`src/rtl/calculator_pkg.sv`:
```
`default_nettype none
// ============================================================================
// Module  : calculator_pkg
// Purpose : Shared widths and the sequencer state type for the calculator
//           datapath (operand SRAM -> adder -> result SRAM).
// Contents: DATA_W   operand/result width
//           ADDR_W   SRAM address width
//           calc_state_t  IDLE/READ/WAIT/ADD/WRITE/DONE sequencer states
// Revision: 1.0  initial release
// ============================================================================
package calculator_pkg;

  localparam int DATA_W = 32;
  localparam int ADDR_W = 10;

  typedef enum logic [2:0] {
    IDLE  = 3'd0,
    READ  = 3'd1,
    WAIT  = 3'd2,
    ADD   = 3'd3,
    WRITE = 3'd4,
    DONE  = 3'd5
  } calc_state_t;

endpackage
`default_nettype wire

```
`src/rtl/calc_controller.sv`:
```
`default_nettype none
// ============================================================================
// Module  : calc_controller
// Purpose : Sequencer in front of the 32-bit adder. Streams operand pairs
//           from operand SRAM, presents them to the adder from registers,
//           captures the combinational sum and writes it to result SRAM.
//           One pair every 4 clocks (READ, WAIT, ADD, WRITE).
// Ports   : clk_i, rst_ni        clock / async active-low reset
//           start_i              begin a run (sampled only when idle)
//           rd_start_i/rd_end_i  inclusive operand-pair address range
//           wr_start_i           first result address
//           rd_en_o/rd_addr_o    operand SRAM read port (data next cycle
//                                on rd_data_i, {a, b})
//           op_a_o/op_b_o        registered adder operands
//           sum_i                combinational adder sum
//           wr_en_o/wr_addr_o/wr_data_o  result SRAM write port
//           busy_o               high whenever not idle
//           done_o               one-cycle pulse at the end of a run
//           ovf_o                sticky signed-overflow flag (optional)
// Config  : define CALC_CTRL_OVF_EN to add ovf_o and the overflow tracking.
// Revision: 1.0  initial release
// ============================================================================
module calc_controller
  import calculator_pkg::*;
(
  input  logic                clk_i,
  input  logic                rst_ni,
  input  logic                start_i,
  input  logic [ADDR_W-1:0]   rd_start_i,
  input  logic [ADDR_W-1:0]   rd_end_i,
  input  logic [ADDR_W-1:0]   wr_start_i,
  output logic                rd_en_o,
  output logic [ADDR_W-1:0]   rd_addr_o,
  input  logic [2*DATA_W-1:0] rd_data_i,
  output logic [DATA_W-1:0]   op_a_o,
  output logic [DATA_W-1:0]   op_b_o,
  input  logic [DATA_W-1:0]   sum_i,
  output logic                wr_en_o,
  output logic [ADDR_W-1:0]   wr_addr_o,
  output logic [DATA_W-1:0]   wr_data_o,
  output logic                busy_o,
`ifdef CALC_CTRL_OVF_EN
  output logic                ovf_o,
`endif
  output logic                done_o
);

  localparam logic [ADDR_W-1:0] c_addr_one = ADDR_W'(1);

  calc_state_t         r_state;
  logic [ADDR_W-1:0]   r_rd_addr;
  logic [ADDR_W-1:0]   r_end_addr;
  logic [ADDR_W-1:0]   r_wr_addr;
  logic [DATA_W-1:0]   r_op_a;
  logic [DATA_W-1:0]   r_op_b;
  logic [DATA_W-1:0]   r_result;
  logic                r_rd_en;
  logic                r_wr_en;
  logic                r_busy;
  logic                r_done;

`ifdef CALC_CTRL_OVF_EN
  logic                r_ovf;
  logic                w_ovf;

  // Two operands of equal sign producing a sum of the opposite sign is a
  // two's-complement overflow.
  assign w_ovf = (r_op_a[DATA_W-1] == r_op_b[DATA_W-1]) &&
                 (sum_i[DATA_W-1]  != r_op_a[DATA_W-1]);
  assign ovf_o = r_ovf;
`endif

  // All strobes and flags are registered; they are set on entry to the
  // state that owns them and cleared on exit.
  always_ff @(posedge clk_i or negedge rst_ni) begin
    if (!rst_ni) begin
      r_state    <= IDLE;
      r_rd_addr  <= '0;
      r_end_addr <= '0;
      r_wr_addr  <= '0;
      r_op_a     <= '0;
      r_op_b     <= '0;
      r_result   <= '0;
      r_rd_en    <= 1'b0;
      r_wr_en    <= 1'b0;
      r_busy     <= 1'b0;
      r_done     <= 1'b0;
`ifdef CALC_CTRL_OVF_EN
      r_ovf      <= 1'b0;
`endif
    end else begin
      case (r_state)
        IDLE: begin
          if (start_i) begin
            r_rd_addr  <= rd_start_i;
            r_end_addr <= rd_end_i;
            r_wr_addr  <= wr_start_i;
            r_busy     <= 1'b1;
`ifdef CALC_CTRL_OVF_EN
            r_ovf      <= 1'b0;
`endif
            // An inverted range is an empty run: no transfers, but the
            // requester still gets its done pulse.
            if (rd_end_i < rd_start_i) begin
              r_state <= DONE;
              r_done  <= 1'b1;
            end else begin
              r_state <= READ;
              r_rd_en <= 1'b1;
            end
          end
        end

        READ: begin
          r_rd_en <= 1'b0;
          r_state <= WAIT;
        end

        WAIT: begin
          r_op_a  <= rd_data_i[2*DATA_W-1:DATA_W];
          r_op_b  <= rd_data_i[DATA_W-1:0];
          r_state <= ADD;
        end

        ADD: begin
          r_result <= sum_i;
          r_wr_en  <= 1'b1;
          r_state  <= WRITE;
`ifdef CALC_CTRL_OVF_EN
          if (w_ovf) begin
            r_ovf <= 1'b1;
          end
`endif
        end

        WRITE: begin
          r_wr_en   <= 1'b0;
          // Result address wraps naturally at the counter width.
          r_wr_addr <= r_wr_addr + c_addr_one;
          if (r_rd_addr == r_end_addr) begin
            r_state <= DONE;
            r_done  <= 1'b1;
          end else begin
            r_rd_addr <= r_rd_addr + c_addr_one;
            r_rd_en   <= 1'b1;
            r_state   <= READ;
          end
        end

        DONE: begin
          r_done  <= 1'b0;
          r_busy  <= 1'b0;
          r_state <= IDLE;
        end

        default: begin
          r_rd_en <= 1'b0;
          r_wr_en <= 1'b0;
          r_done  <= 1'b0;
          r_busy  <= 1'b0;
          r_state <= IDLE;
        end
      endcase
    end
  end

  assign rd_en_o   = r_rd_en;
  assign rd_addr_o = r_rd_addr;
  assign op_a_o    = r_op_a;
  assign op_b_o    = r_op_b;
  assign wr_en_o   = r_wr_en;
  assign wr_addr_o = r_wr_addr;
  assign wr_data_o = r_result;
  assign busy_o    = r_busy;
  assign done_o    = r_done;

endmodule
`default_nettype wire

```
`config.mk`:
```
export PLATFORM = sky130hd
export DESIGN_NAME = calc_controller
export DESIGN_NICKNAME = d
export VERILOG_FILES = /design/src/rtl/calculator_pkg.sv /design/src/rtl/calc_controller.sv
export SDC_FILE = /design/constraint.sdc
export NUM_CORES = 1
export LEC_CHECK = 0
export ABC_AREA = 1
export CORE_MARGIN = 4
export CORE_UTILIZATION = 39
export CTS_CLUSTER_DIAMETER = 150
export DETAILED_ROUTE_END_ITERATION = 16
export HOLD_SLACK_MARGIN = 0.12
export PLACE_DENSITY = 0.77
export RECOVER_POWER = 100
export SYNTH_ARGS = -nofsm -noshare
export SYNTH_HDL_FRONTEND = slang
export SYNTH_SLANG_ARGS = --single-unit
```
`constraint.sdc`:
```
create_clock -name clk_i -period 1.4 [get_ports clk_i]
set_input_delay 0.14 -clock clk_i [delete_from_list [all_inputs] [get_ports clk_i]]
set_output_delay 0.14 -clock clk_i [all_outputs]
set_load 0.05 [all_outputs]
```
==> results.tsv <==
metric	value	unit
outcome	complete, but fails checks	
violations	negative setup slack	
synth-seq-cells	133	
grt_pass1_vias	5668	
grt_usage	0.203	
setup_ws	-0.0841	ns
detailed_place_hpwl	13200	um
hold_violations	0	
cts_made_buffers	17	
port-buffer-count	248	
root_buffer	clkbuf_16	
synth_top_cell_by_area	dfrtp_1	
placed_cell_area	9220	um2
setup-violations-final	57	
firstDrtPassIters	7	
ys_top_cells_by_count	133 x dfrtp_1, 100 x nand2_1, 96 x mux2_2	
coreArea	15100	um2
cts_max_level	4	
grt_overflow	0	
whs	0.204	ns
synth.most_common_cell	dfrtp_1	
yosys-top-cells-area	dfrtp_1 56%, mux2_2 18%, nand2_1 6.3%	
peakVddDrop	0.00153	V
die_x	132	um
drv_cap	0	
die_height	132	um
arrival	1.78	ns
p_leak	4.63	nW
num_io_pins	249	
cp.required	1.70	ns
rr_worst_depth	7	
area_growth	66.8	%
synth_area	5980	um2
worstSetupEndpointType	flop	
synth_area_per_cell	11.2	um2
die_area	17400	um2
wire_per_inst	17.9	um
gp_congestion	0.846	
row_count	45	
synth_top_area_share	0.556	
wl	19000	um
yosysSeqAreaShare	0.556	
cts_tree	yes	
cp-start-kind	flop	
synth_nets	674	
clock-sinks	133	
grt_setup_unrepaired	yes	
fin_crit_sh	1.06	
criticalPathCategory	reg -> reg	
cts.clk_slew.worst_paths	0.06	ns
drive_gt1_frac	0.487	
power.density	2890	nW/um2
yosysWarningCount	0	
final_nets	999	
clk_latency	0.42	ns
cp_max_fo	4	
ys.flop_type	dfrtp_1	
drt_iter0_drc	265	
initial_utilization	0.397	
slew_headroom	0.628	
clockBufferDepth	2	
place_worst_setup_slack	-0.445	ns
syn-instance-count	534	
fin_cells	1059	
fmax	674	MHz
worstMarginPinSlew	0.559	ns
drcViolationCount	0	
grt_pass1_wl	28400	um
place_inst	1003	
layout_min_cycle_time	1.48	ns
ys_types	39	
final_cell_area	9980	um2
vias_per_cell	5.04	
slew_violations	0	
postRouteAntennaNets	0	
antenna_found_initial	0	
antenna_cells	0	
worstHoldPathType	in -> async	
num_vias	5339	
ys_async_sr_fraction	1.00	
final.setup_skew	0.0119	ns
synth_edf_count	0	
power	0.0289	W
grt_max_degree	54	
## timing repair
item,4_1_cts,5_1_grt
hold endpoints to repair,133,0
endpoints found under the setup margin,20,117
buffers inserted,8,9
hold buffers,3,0
pin swaps,22,19
gates cloned,0,9
gates resized for setup,36,65
## worst paths after layout
path	from	to	slack [ns]
worst max-delay path	wr_addr_o[1]	wr_addr_o[7]	-0.08
worst min-delay path	rst_ni	rd_en_o	0.20
worst max register to register	wr_addr_o[1]	wr_addr_o[7]	-0.08
worst min register to register	op_a_o[10]	op_a_o[10]	0.50
max in group asynchronous	rst_ni	wr_addr_o[0]	0.15
min in group clk_i	rd_data_i[32]	op_a_o[0]	0.33
## registers in the layout, indices dropped and copies added (netlist names)
register	count
busy_o	1
op_a_o	32
wr_data_o	32
op_b_o	32
rd_addr_o	10
r_state	3
wr_en_o	1
rd_en_o	1
done_o	1
r_end_addr	10
wr_addr_o	10
## per-stage QoR
stage | setup TNS [ns] | util
after CTS | -0.439 | 0.663
after global placement | -2.27 | 0.611
after floorplan | -1.47 | -
final | -1.20 | 0.661
after global routing | -4.78 | 0.661
after detailed placement | -4.20 | 0.611
## kinds of logic (layout without fill, tap and decap cells)
| kind of cell | after synthesis | in the layout | share of synthesized area |
|---|---|---|---|
| XOR/XNOR | 5 | 5 | 0.00732 |
| AO/OA/AOI/OAI | 55 | 55 | 0.0565 |
| buffers and inverters | 65 | 402 | 0.0477 |
| flip-flops | 133 | 133 | 0.556 |
| adder cells (fa/ha/maj) | 11 | 11 | 0.0230 |
| multiplexers | 96 | 96 | 0.181 |
| AND/OR/NAND/NOR | 169 | 169 | 0.129 |
## layer usage
metal | share of wire | wire length, um | global-route usage
met4 | 0.024 | 448 | 0.0828
met5 | 0 | 0 | 0
met1 | 0.39 | 7350 | 0.228
met2 | 0.52 | 9940 | 0.357
met3 | 0.065 | 1230 | 0.0672
## placed cells by master (no fill, tap or decap), drive strengths merged, types with 3 or more instances in the layout
cell           Yosys  routed
nand2            106     106
clkbuf             0     137
nand3             23      23
o21ai             33      33
a21oi              8       8
xnor2              3       3
mux2              96      96
o22ai              3       3
clkinv             1       8
ha                11      11
a211oi             4       4
dfrtp            133     133
nor2              26      26
nor3               6       6
clkdlybuf4s50      0     127
buf               17      76
inv               47      48
nand4              6       6
## report_power, final
part           switching, W  internal, W  total [W]
clock               0.00170      0.00266    0.00436
sequential          0.00141      0.00589    0.00729
combinational        0.0108      0.00639     0.0172
total                0.0139       0.0149     0.0289
## worst max-delay path, cell delays in order, from the launching register on
cell      delay [ns]
dfrtp_2         0.42
nand3_2         0.13
nor2_2          0.21
nand2_1         0.09
nor2_2          0.17
nand3_1         0.12
o21ai_0         0.14
a21boi_2        0.08
## cell type report
| class | instances | area, um2 |
|---|---|---|
| sequential | 133 | 3350 |
| timing repair buffer | 323 | 2950 |
| clock inverter | 12 | 130 |
| tap | 188 | 235 |
| fill | 1179 | 5110 |
| clock buffer | 19 | 443 |
| multi-input combinational | 336 | 2680 |
| inverter | 48 | 198 |
(Power assumes the default switching activity.)
